==> src/rtl/controller_hub.sv <==
// rtl/controller_hub.sv - per-player input synchroniser, debouncer, SOCD resolver and press-pulse generator
module controller_hub #(
    parameter int NUM_PLAYERS     = 2,
    parameter int DEBOUNCE_CYCLES = 1_000_000,
    parameter int CNT_W           = 20,
    parameter int SOCD_MODE       = 0
) (
    input  logic                     clk,
    input  logic                     reset,
    input  logic [NUM_PLAYERS-1:0]   left_l,
    input  logic [NUM_PLAYERS-1:0]   right_l,
    input  logic [NUM_PLAYERS-1:0]   up_l,
    input  logic [NUM_PLAYERS-1:0]   down_l,
    input  logic [NUM_PLAYERS-1:0]   attack,
    input  logic [NUM_PLAYERS-1:0]   shield,
    output logic [7*NUM_PLAYERS-1:0] controller_inputs,
    output logic [6*NUM_PLAYERS-1:0] press
);

    localparam int NCH  = 6 * NUM_PLAYERS;
    localparam int NAX  = 2 * NUM_PLAYERS;
    localparam logic [CNT_W-1:0] CNT_LAST = CNT_W'(DEBOUNCE_CYCLES - 1);

    typedef enum logic [1:0] {
        LAST_NONE,
        LAST_A,
        LAST_B
    } last_t;

    logic [NCH-1:0]   raw;
    logic [NCH-1:0]   s1;
    logic [NCH-1:0]   s2;
    logic [NCH-1:0]   stable;
    logic [NCH-1:0]   stable_q;
    logic [NCH-1:0]   rise;
    logic [NCH-1:0]   fall;
    logic [NCH-1:0]   resolved;
    logic [CNT_W-1:0] cnt [NCH];
    last_t            last [NAX];
    last_t            last_next [NAX];

    // Channel order within a player: left, right, up, down, attack, shield; 1 = pressed
    always_comb begin
        raw = '0;
        for (int p = 0; p < NUM_PLAYERS; p++) begin
            raw[6*p +: 6] = {shield[p], attack[p], ~down_l[p], ~up_l[p], ~right_l[p], ~left_l[p]};
        end
    end

    always_ff @(posedge clk) begin
        if (reset) begin
            s1       <= '0;
            s2       <= '0;
            stable   <= '0;
            stable_q <= '0;
            for (int i = 0; i < NCH; i++) begin
                cnt[i] <= '0;
            end
        end else begin
            s1       <= raw;
            s2       <= s1;
            stable_q <= stable;
            for (int i = 0; i < NCH; i++) begin
                if (s2[i] == stable[i]) begin
                    cnt[i] <= '0;
                end else if (cnt[i] == CNT_LAST) begin
                    stable[i] <= s2[i];
                    cnt[i]    <= '0;
                end else begin
                    cnt[i] <= cnt[i] + 1'b1;
                end
            end
        end
    end

    assign rise = stable & ~stable_q;
    assign fall = ~stable & stable_q;

    // Axis 0 is left(A)/right(B), axis 1 is up(A)/down(B). The output uses the
    // next-state of last so a late press wins on the same cycle it is seen.
    always_comb begin
        resolved = stable;
        for (int k = 0; k < NAX; k++) begin
            last_next[k] = last[k];
        end
        for (int p = 0; p < NUM_PLAYERS; p++) begin
            for (int ax = 0; ax < 2; ax++) begin
                if (fall[6*p+2*ax] || fall[6*p+2*ax+1]) begin
                    last_next[2*p+ax] = LAST_NONE;
                end else if (rise[6*p+2*ax] && rise[6*p+2*ax+1]) begin
                    last_next[2*p+ax] = LAST_NONE;
                end else if (rise[6*p+2*ax] && stable[6*p+2*ax+1]) begin
                    last_next[2*p+ax] = LAST_A;
                end else if (rise[6*p+2*ax+1] && stable[6*p+2*ax]) begin
                    last_next[2*p+ax] = LAST_B;
                end
                if (stable[6*p+2*ax] && stable[6*p+2*ax+1]) begin
                    resolved[6*p+2*ax]   = (SOCD_MODE == 1) && (last_next[2*p+ax] == LAST_A);
                    resolved[6*p+2*ax+1] = (SOCD_MODE == 1) && (last_next[2*p+ax] == LAST_B);
                end
            end
        end
    end

    always_ff @(posedge clk) begin
        if (reset) begin
            for (int k = 0; k < NAX; k++) begin
                last[k] <= LAST_NONE;
            end
        end else begin
            for (int k = 0; k < NAX; k++) begin
                last[k] <= last_next[k];
            end
        end
    end

    always_ff @(posedge clk) begin
        if (reset) begin
            controller_inputs <= '0;
            press             <= '0;
        end else begin
            for (int p = 0; p < NUM_PLAYERS; p++) begin
                controller_inputs[7*p +: 7] <= {rise[6*p+4], resolved[6*p +: 6]};
            end
            press <= rise;
        end
    end

endmodule

==> config.mk <==
export PLATFORM = sky130hd
export DESIGN_NAME = controller_hub
export DESIGN_NICKNAME = d
export VERILOG_FILES = /design/src/rtl/controller_hub.sv
export SDC_FILE = /design/constraint.sdc
export NUM_CORES = 1
export LEC_CHECK = 0
export BUFFER_PORTS_ARGS = -buffer_cell sky130_fd_sc_hd__buf_2
export CAP_MARGIN = 20
export CELL_PAD_IN_SITES_DETAIL_PLACEMENT = 1
export CELL_PAD_IN_SITES_GLOBAL_PLACEMENT = 2
export CORE_ASPECT_RATIO = 2
export CORE_UTILIZATION = 40
export DETAILED_ROUTE_END_ITERATION = 16
export PLACE_DENSITY_LB_ADDON = 0.25
export SYNTH_ARGS = -nofsm -noshare
export SYNTH_HDL_FRONTEND = slang
export SYNTH_SLANG_ARGS = --single-unit
==> constraint.sdc <==
create_clock -name clk -period 4.7 [get_ports clk]
set_input_delay 0.47 -clock clk [delete_from_list [all_inputs] [get_ports clk]]
set_output_delay 0.47 -clock clk [all_outputs]
set_load 0.05 [all_outputs]
## Word level (Yosys, flattened, before mapping)

Memory sizes are Yosys's and may differ from the RTL's.
Cells that the tools add are included.

- Flip-flop bits (word level): 74
- Bits in writable memories: 240
- Input bits: 14
- Output and inout port bits: 26
- Logic and storage cells: 306
- Memories: 1

Memory list:

| name | words | width | read ports | clocked after memory_dff | write ports | line | source |
|---|---|---|---|---|---|---|---|
| cnt | 12 | 20 | 12 | 0 | 12 | 38 | `logic [CNT_W-1:0] cnt [NCH];` |

- Add/subtract/negate cells: 12
- Eq/ne operators: 24
- Muxes and demuxes: 170
- Bitwise operators: 58
- Reductions and logical operators: 20

Operators by type and width:

| cell | number |
|---|---|
| $mux W20 | 36 |
| $add A20 B1 Y20 const B | 12 |
| $eq A20 B20 Y1 const B | 12 |
| $mux W1 | 134 |
| $or A1 B1 Y1 | 36 |
| $reduce_and A2 Y1 | 12 |
| $not A1 Y1 | 20 |
| $and A12 B12 Y12 | 1 |
| $eq A1 B1 Y1 | 12 |
| $not A12 Y12 | 1 |
| $reduce_or A2 Y1 | 4 |
| $logic_and A1 B1 Y1 | 4 |

## Depth between registers and ports, before layout

Gate-level depths: netlist of the first run.

- Depth after elaboration: 7
- Gate-level depth with buffers: 7
- Mapped depth without buffers: 5

## Worst setup path after synthesis of the first run

OpenSTA, ideal clock, no wires.

- Path type: register -> register
- From: mem cnt[11][11] (netlist: cnt[2][71])
- To: mem cnt[11][9] (netlist: cnt[2][69]) (data pin)
- Library setup time: 0.254 ns
- Data arrival time: 1.916 ns
- Required time: 4.446 ns
- Setup slack: 2.529 ns
- Cell stages (with the launch flop): 6
- Buffers on the path: 1
- Cell sequence: edfxtp_1 > or4_1 > or4_4 > o21ai_4 > buf_6 > nor2_1

RTL lines:

| what | line |
|---|---|
| from (decl) | 38 |

==> out/results.ini, run 1 <==
[outcome]
status=complete, no violations

[drt]
viasPerCell=5.12
antenna_left=0
drc=0
num_vias=11420
drtIter0Drc=255
firstDrtPassIters=4
drt_wl_total_mm=33.2
wl_per_cell_um=14.9

[die]
row_count=101
design.die.area_um2=39300
core_area_um2=37900
io_pins=40
chipWidth_um=141
start_util_pct=40.6
die_h_um=279

[clock_network]
post_cts_buffers=0
cts.sinks=308
cts-hold-fix-buffers=0
cts-root-buf=clkbuf_16
cts_made_buffers=30
clk_latency_ps=570
htreeDepth=1
post_cts_resized=0
cts_tree=built
clk_pin_slew_worst_paths_ps=60
cts.path.max_buffers=3

[sta]
min_period_ps=2700
max_freq_mhz=370
hold_viol=0
drv_slew=0
finClkSkew_ps=16.0
rsz0062_at_grt=no
setup_tns_ps=0
min_period_over_period_pct=57.5
worstMarginPinSlew_ps=882
maxSlewHeadroom_pct=41.2
setup_viol=0

[grt]
overflow=0
grt_max_degree=48
grt_pass1_vias=12207
grt_pass1_wl_mm=56.4
grt_usage_pct=17.5
antenna_found_initial=0

[hold_path]
min_to=s1[8]$_SDFF_PP0_
hp-class=primary input to flip-flop
worstHoldStart=up_l[1]
worstHoldPathCells=2

[pwr]
p_int_uw=4520
p_leak_uw=0.00622
p_comb_share_pct=3.8
p_per_area_nw_per_um2=324
ir_drop_mv=0.314
power_switching_share_pct=22.1
pwr-share-clk_pct=42.1
p_switching_uw=1280
power_frac_seq_pct=54.1

[synthesis]
synth_edf_count=240
synth-seq-area-share_pct=55.7
synth_area_um2=15400
synth.avg_cell_area_um2=10.4
synthCells=1472
yosys_warnings=0
async_flop_share_pct=0
synth-main-ff-cell=edfxtp_1
yosys_register_bits=308
ys_types=46

[finish]
drive_above_1_share_pct=7.29
final_cell_mix=240 x edfxtp_1, 240 x conb_1, 213 x nor2_1
antenna_cells=0
stdcell_area_um2=17900
fin_nets=1771
area_growth_pct=16.5

[placed_design]
gp_congestion=0.782
port_buffers=39
placedInstanceArea_um2=16900
hpwl_mm=24.8

[setup_path]
criticalPathCategory=flip-flop to flip-flop
crit_chain=or4b_1 -> or4_1 -> o21ai_2 -> nor2_1
cp_slowest_cell=o21ai_2
reg2reg_depth=4
r2r-end=cnt[0][7]$_SDFFCE_PN0P_
cp_data_arrival_time_ps=2990
start_kind=flip-flop
cp.required_ps=4980
crit_path_max_fanout=20
slowest_delay_ps=720
reg2reg_from=cnt[0][13]$_SDFFCE_PN0P_
end_kind=flip-flop
r2r_slack_ps=2000

[run]
cap_viol_max_count=0

==> worst max-delay path by stage <==
stage | end | depth (start not counted) | slack [ps] | startpoint
global placement | cnt[0][45]$_SDFFCE_PN0P_ | 4 | 2060 | cnt[0][52]$_SDFFCE_PN0P_
detailed placement | cnt[0][13]$_SDFFCE_PN0P_ | 4 | 1930 | cnt[0][13]$_SDFFCE_PN0P_
finish | cnt[0][7]$_SDFFCE_PN0P_ | 4 | 2000 | cnt[0][13]$_SDFFCE_PN0P_
floorplan | cnt[2][69]$_SDFFCE_PP0P_ | 5 | 2530 | cnt[2][71]$_SDFFCE_PP0P_
global route | cnt[0][50]$_SDFFCE_PN0P_ | 4 | 1800 | cnt[0][52]$_SDFFCE_PN0P_
CTS | cnt[0][13]$_SDFFCE_PN0P_ | 4 | 1930 | cnt[0][13]$_SDFFCE_PN0P_
==> metal layers <==
metal,wire length (µm),track usage [%]
met3,714,1.78
met1,11900,16.5
met4,906,5.94
met2,19700,37.4
met5,0,0
==> registers in the layout, indices dropped and copies added, names as in the netlist <==
name and flops:
stable 12, cnt 240, controller_inputs 10, s2 12, stable_q 11, s1 12
press 11
==> through the flow <==
step,instances,total power (µW),hold WS (ps),utilization (%),setup WS (ps)
2_1_floorplan,1711,3330,368,-,2530
3_3_place_gp,2176,3400,373,44.6,2060
3_5_place_dp,2176,3410,378,44.6,1930
4_1_cts,2232,5900,13.0,47.3,1930
5_1_grt,2232,6030,26.1,47.3,1800
6_report,2232,5800,41.9,47.3,2000
==> power groups by stage <==
stage               Clock, µW  Combinational [µW]  Sequential, µW
finish                   2450                 219            3140
global route             2620                 255            3150
CTS                      2550                 216            3140
detailed placement          0                 214            3200
global placement            0                 209            3190
floorplan                   0                 173            3160
==> kinds of logic after synthesis <==
kind of cell             count (synthesis)  share of synthesized area (%)
adder cells (fa/ha/maj)                 12                          0.976
AND/OR/NAND/NOR                        708                           24.7
other                                    1                         0.0244
AO/OA/AOI/OAI                          180                           6.76
buffers and inverters                  107                           2.94
XOR/XNOR                               156                           8.88
flip-flops                             308                           55.7
==> cell type report <==
type / instances / area (µm²)
repair buffers: 48 / 275
multi-input cells: 1296 / 7270
clock inverters: 8 / 42.5
inverters: 61 / 229
clock buffers: 48 / 967
flip-flops and latches: 308 / 8570
well taps: 463 / 579
fillers: 4354 / 20000
==> Yosys cell counts (all sizes together), types with 4 or more instances <==
master  instances  area share (%)
nor4b           6            0.34
dfxtp          68             8.8
or3            54             2.2
nand3          81             2.7
nor2          213             5.2
a21oi          81             2.7
xor2           46             2.6
buf            22            0.87
nand2b          8            0.33
nor4           34             1.4
or2             7            0.28
and3           16            0.65
nor2b          26             1.1
ha             12            0.98
edfxtp        240              47
nand2          74             1.8
and4           16            0.91
nand4b          6            0.34
o31ai          30             1.5
a31o            4            0.23
or4            47             2.4
o21ai          59             2.1
inv            61             1.5
or4b           12            0.78
clkbuf         24            0.59
nor3           34             1.1
and2           12            0.49
xnor2         110             6.3
nand4          50             2.0
==> worst max-delay path, delay by kind of cell (launching register included) <==
kind	cells	cell delay, ps
AND/OR/NAND/NOR	3	1190
AO/OA/AOI/OAI	1	720
flip-flops	1	500
Power figures use the tool's default switching activity.
==> run 2, diff against run 1 <==
==> constraint.sdc (replaced) <==
create_clock -name clk -period 2.75 [get_ports clk]
set_input_delay 0.275 -clock clk [delete_from_list [all_inputs] [get_ports clk]]
set_output_delay 0.275 -clock clk [all_outputs]
set_load 0.05 [all_outputs]
==> out/results.ini, run 2 (synthesis gave the netlist of run 1 again) <==
[drt]
antenna_left=0
num_vias=11549
drtIter0Drc=280
viasPerCell=5.12
drt_wl_total_mm=33.0
wl_per_cell_um=14.6
firstDrtPassIters=4
drc=0

[clock_network]
clk_pin_slew_worst_paths_ps=70
cts_tree=built
cts.path.max_buffers=3
cts-root-buf=clkbuf_16
htreeDepth=1
clk_latency_ps=570
cts.sinks=308
cts_made_buffers=30

[grt]
antenna_found_initial=0
overflow=0
grt_pass1_vias=12496
grt_max_degree=45
grt_pass1_wl_mm=57.0
grt_usage_pct=17.5

[finish]
fin_nets=1795
regMostFlops=cnt
drive_above_1_share_pct=7.70
largest_reg_flops=240
area_growth_pct=18.1
antenna_cells=0
stdcell_area_um2=18200
fin_util_pct=47.9
fillers=4359
final_cell_mix=240 x edfxtp_1, 240 x conb_1, 213 x nor2_1

[setup_path]
cp_slowest_cell=or4_4
crit_chain=or4_1 -> or4_4 -> o21ai_4 -> nor2_1
criticalPathCategory=flip-flop to flip-flop
start_kind=flip-flop
cp_top_family=simple AND/OR/NAND/NOR gates
end_kind=flip-flop
critical_path_buf_inv_count=0
crit_path_max_fanout=19
slowest_delay_ps=570
cp.required_ps=3060
cp_data_arrival_time_ps=2710

[die]
start_util_pct=40.6
chipWidth_um=141
die_h_um=279
core_area_um2=37900
design.die.area_um2=39300
io_pins=40
row_count=101

[sta]
hold_viol=0
max_freq_mhz=416
setup_viol=0
min_period_ps=2410
hold_ws_ps=52.7
rsz0062_at_grt=no
worstMarginPinSlew_ps=556
setup_tns_ps=0
min_period_over_period_pct=87.5
finClkSkew_ps=13.2
maxSlewHeadroom_pct=62.6
drv_slew=0

[outcome]
status=complete, no violations

[placed_design]
gp_congestion=0.773
placedInstanceArea_um2=17000
hpwl_mm=24.5
port_buffers=39

[run]
cap_viol_max_count=0

[pwr]
ir_drop_mv=0.449
p_leak_uw=0.00633
p_per_area_nw_per_um2=554

[hold_path]
hp-class=primary input to flip-flop

run 2: timing repair:
item                      4_1_cts  5_1_grt
setup buffers                   0        0
hold buffers                   12        0
gates resized for setup         0        0
hold endpoints to repair       12        0
run 2: metal layers:
metal  track usage (%)  vias up  wire length (µm)
met1              16.7     5670             11900
met3              1.76       53               684
li1                  -     5727                 -
met4              5.96        0               844
met2              37.2       99             19600
met5                 0        -                 0
run 2: layout make-up:
class / instances / area [µm²] / share of cell area (%)
clock buffer: 44 / 971 / 5.35
clock inverter: 12 / 73.8 / 0.406
inverter: 61 / 229 / 1.26
multi-input combinational: 1296 / 7260 / 40.0
sequential: 308 / 8570 / 47.2
tap: 463 / 579 / 3.19
timing repair buffer: 72 / 485 / 2.67
run 2: final timing paths:
path	from	end	slack, ps	cells after the start
worst max-delay path	cnt[2][71]$_SDFFCE_PP0P_	cnt[2][64]$_SDFFCE_PP0P_	340	4
worst min-delay path	reset	s2[5]$_SDFF_PP0_	50	2
worst max register to register	cnt[2][71]$_SDFFCE_PP0P_	cnt[2][64]$_SDFFCE_PP0P_	340	4
worst min register to register	stable_q[2]$_SDFF_PP0_	press[2]$_SDFF_PP0_	380	1
run 2: through the flow:
stage                     setup WS (ps)  total power, µW  cells
after floorplan                     579             5700   1711
after global placement              372             5820   2188
after detailed placement            297             5840   2188
after CTS                           299            10200   2256
after global routing                224            10400   2256
final                               345            10100   2256
run 2: report_power, final:
group / leakage, µW / switching (µW) / internal, µW
logic: 0.00278 / 233 / 162
registers: 0.00303 / 181 / 5180
clock network: 0.000528 / 1840 / 2460
total: 0.00633 / 2250 / 7810
==> run 3, diff against run 2 <==
--- a/config.mk
+++ b/config.mk
@@ -13,6 +13,7 @@
 export CORE_UTILIZATION = 40
 export DETAILED_ROUTE_END_ITERATION = 16
 export PLACE_DENSITY_LB_ADDON = 0.25
+export RECOVER_POWER = 25
 export SYNTH_ARGS = -nofsm -noshare
 export SYNTH_HDL_FRONTEND = slang
 export SYNTH_SLANG_ARGS = --single-unit
==> out/results.ini, run 3 (synthesis gave the netlist of run 1 again) <==
[outcome]
status=complete, no violations

[setup_path]
crit_path_max_fanout=19
crit_chain=or4_1 -> or4_4 -> o21ai_4 -> nor2_1
cp_data_arrival_time_ps=2710
cp_slowest_cell=or4_4
cp.required_ps=3060
reg2reg_depth=4
end_kind=flip-flop
criticalPathCategory=flip-flop to flip-flop
r2r_slack_ps=340
slowest_delay_ps=570
start_kind=flip-flop

[clock_network]
cts-root-buf=clkbuf_16
clk_latency_ps=570
htreeDepth=1
cts-hold-fix-buffers=12
post_cts_resized=0
post_cts_buffers=0
cts.path.max_buffers=3
cts_made_buffers=30
cts_tree=built
cts.sinks=308
clk_pin_slew_worst_paths_ps=70

[drt]
wl_per_cell_um=14.6
drt_wl_total_mm=33.0
viasPerCell=5.12
drc=0
wl_met2_mm=19.6
num_vias=11549
firstDrtPassIters=4
drtIter0Drc=279
top_layer=met4
antenna_left=0
wl_met1_mm=11.9
route.met3.wl_um=672

[placed_design]
placedInstanceArea_um2=17000
hpwl_mm=24.5
dp.cells=2188
port_buffers=39
gp_congestion=0.773

[finish]
fin_nets=1795
largest_reg_flops=240
antenna_cells=0
fillers=4351
fin_util_pct=47.8
area_growth_pct=17.9
drive_above_1_share_pct=6.30
final_cell_mix=240 x edfxtp_1, 240 x conb_1, 213 x nor2_1
regMostFlops=cnt
stdcell_area_um2=18100
final_cells=2256

[grt]
grt_pass1_wl_mm=57.0
grt_usage_pct=17.5
grt_max_degree=45
overflow=0
grt_pass1_vias=12496
antenna_found_initial=0

[die]
design.die.area_um2=39300
start_util_pct=40.6
chipWidth_um=141
row_count=101
core_area_um2=37900
io_pins=40
die_h_um=279

[sta]
hold_viol=0
min_period_ps=2410
drv_slew=0
setup_tns_ps=0
hold_ws_ps=51.9
setup_viol=0
max_freq_mhz=416
worstMarginPinSlew_ps=624
maxSlewHeadroom_pct=58.6
finClkSkew_ps=12.7
rsz0062_at_grt=no
min_period_over_period_pct=87.5

[hold_path]
hp-class=primary input to flip-flop
worstHoldPathCells=2

[pwr]
ir_drop_mv=0.449
p_per_area_nw_per_um2=555
p_leak_uw=0.00623

[run]
cap_viol_max_count=0

run 3: metrics by stage:
step                      total power (µW)  setup WS [ps]
after floorplan                       5700            579
after global placement                5820            372
after detailed placement              5840            297
after CTS                            10200            299
final                                10100            345
after global routing                 10400            224
run 3: area by class of cell:
class                      count  area [µm²]  area share [%]
sequential                   308        8570            47.3
multi-input combinational   1296        7260            40.0
clock buffer                  44         971            5.35
tap                          463         579            3.19
timing repair buffer          72         454            2.50
inverter                      61         229            1.26
clock inverter                12        73.8           0.407
run 3: path summary, 6_finish.rpt:
path / from / end
worst max-delay path: cnt[2][71]$_SDFFCE_PP0P_ / cnt[2][64]$_SDFFCE_PP0P_
worst min-delay path: reset / s2[5]$_SDFF_PP0_
worst max register to register: cnt[2][71]$_SDFFCE_PP0P_ / cnt[2][64]$_SDFFCE_PP0P_
worst min register to register: stable_q[2]$_SDFF_PP0_ / press[2]$_SDFF_PP0_
run 3: per-layer routing:
metal	vias up	track usage [%]
met5	-	0
met4	0	5.96
met3	53	1.76
met2	95	37.2
met1	5671	16.7
li1	5730	-
run 3: power by group:
group | switching [µW] | internal (µW) | total [µW]
Sequential | 181 | 5180 | 5360
Combinational | 233 | 161 | 394
Clock | 1840 | 2460 | 4300
run 3: worst max-delay path, delay by kind of cell (launching register included):
kind             cells  cell delay, ps
AND/OR/NAND/NOR      3            1240
flip-flops           1             450
AO/OA/AOI/OAI        1             440
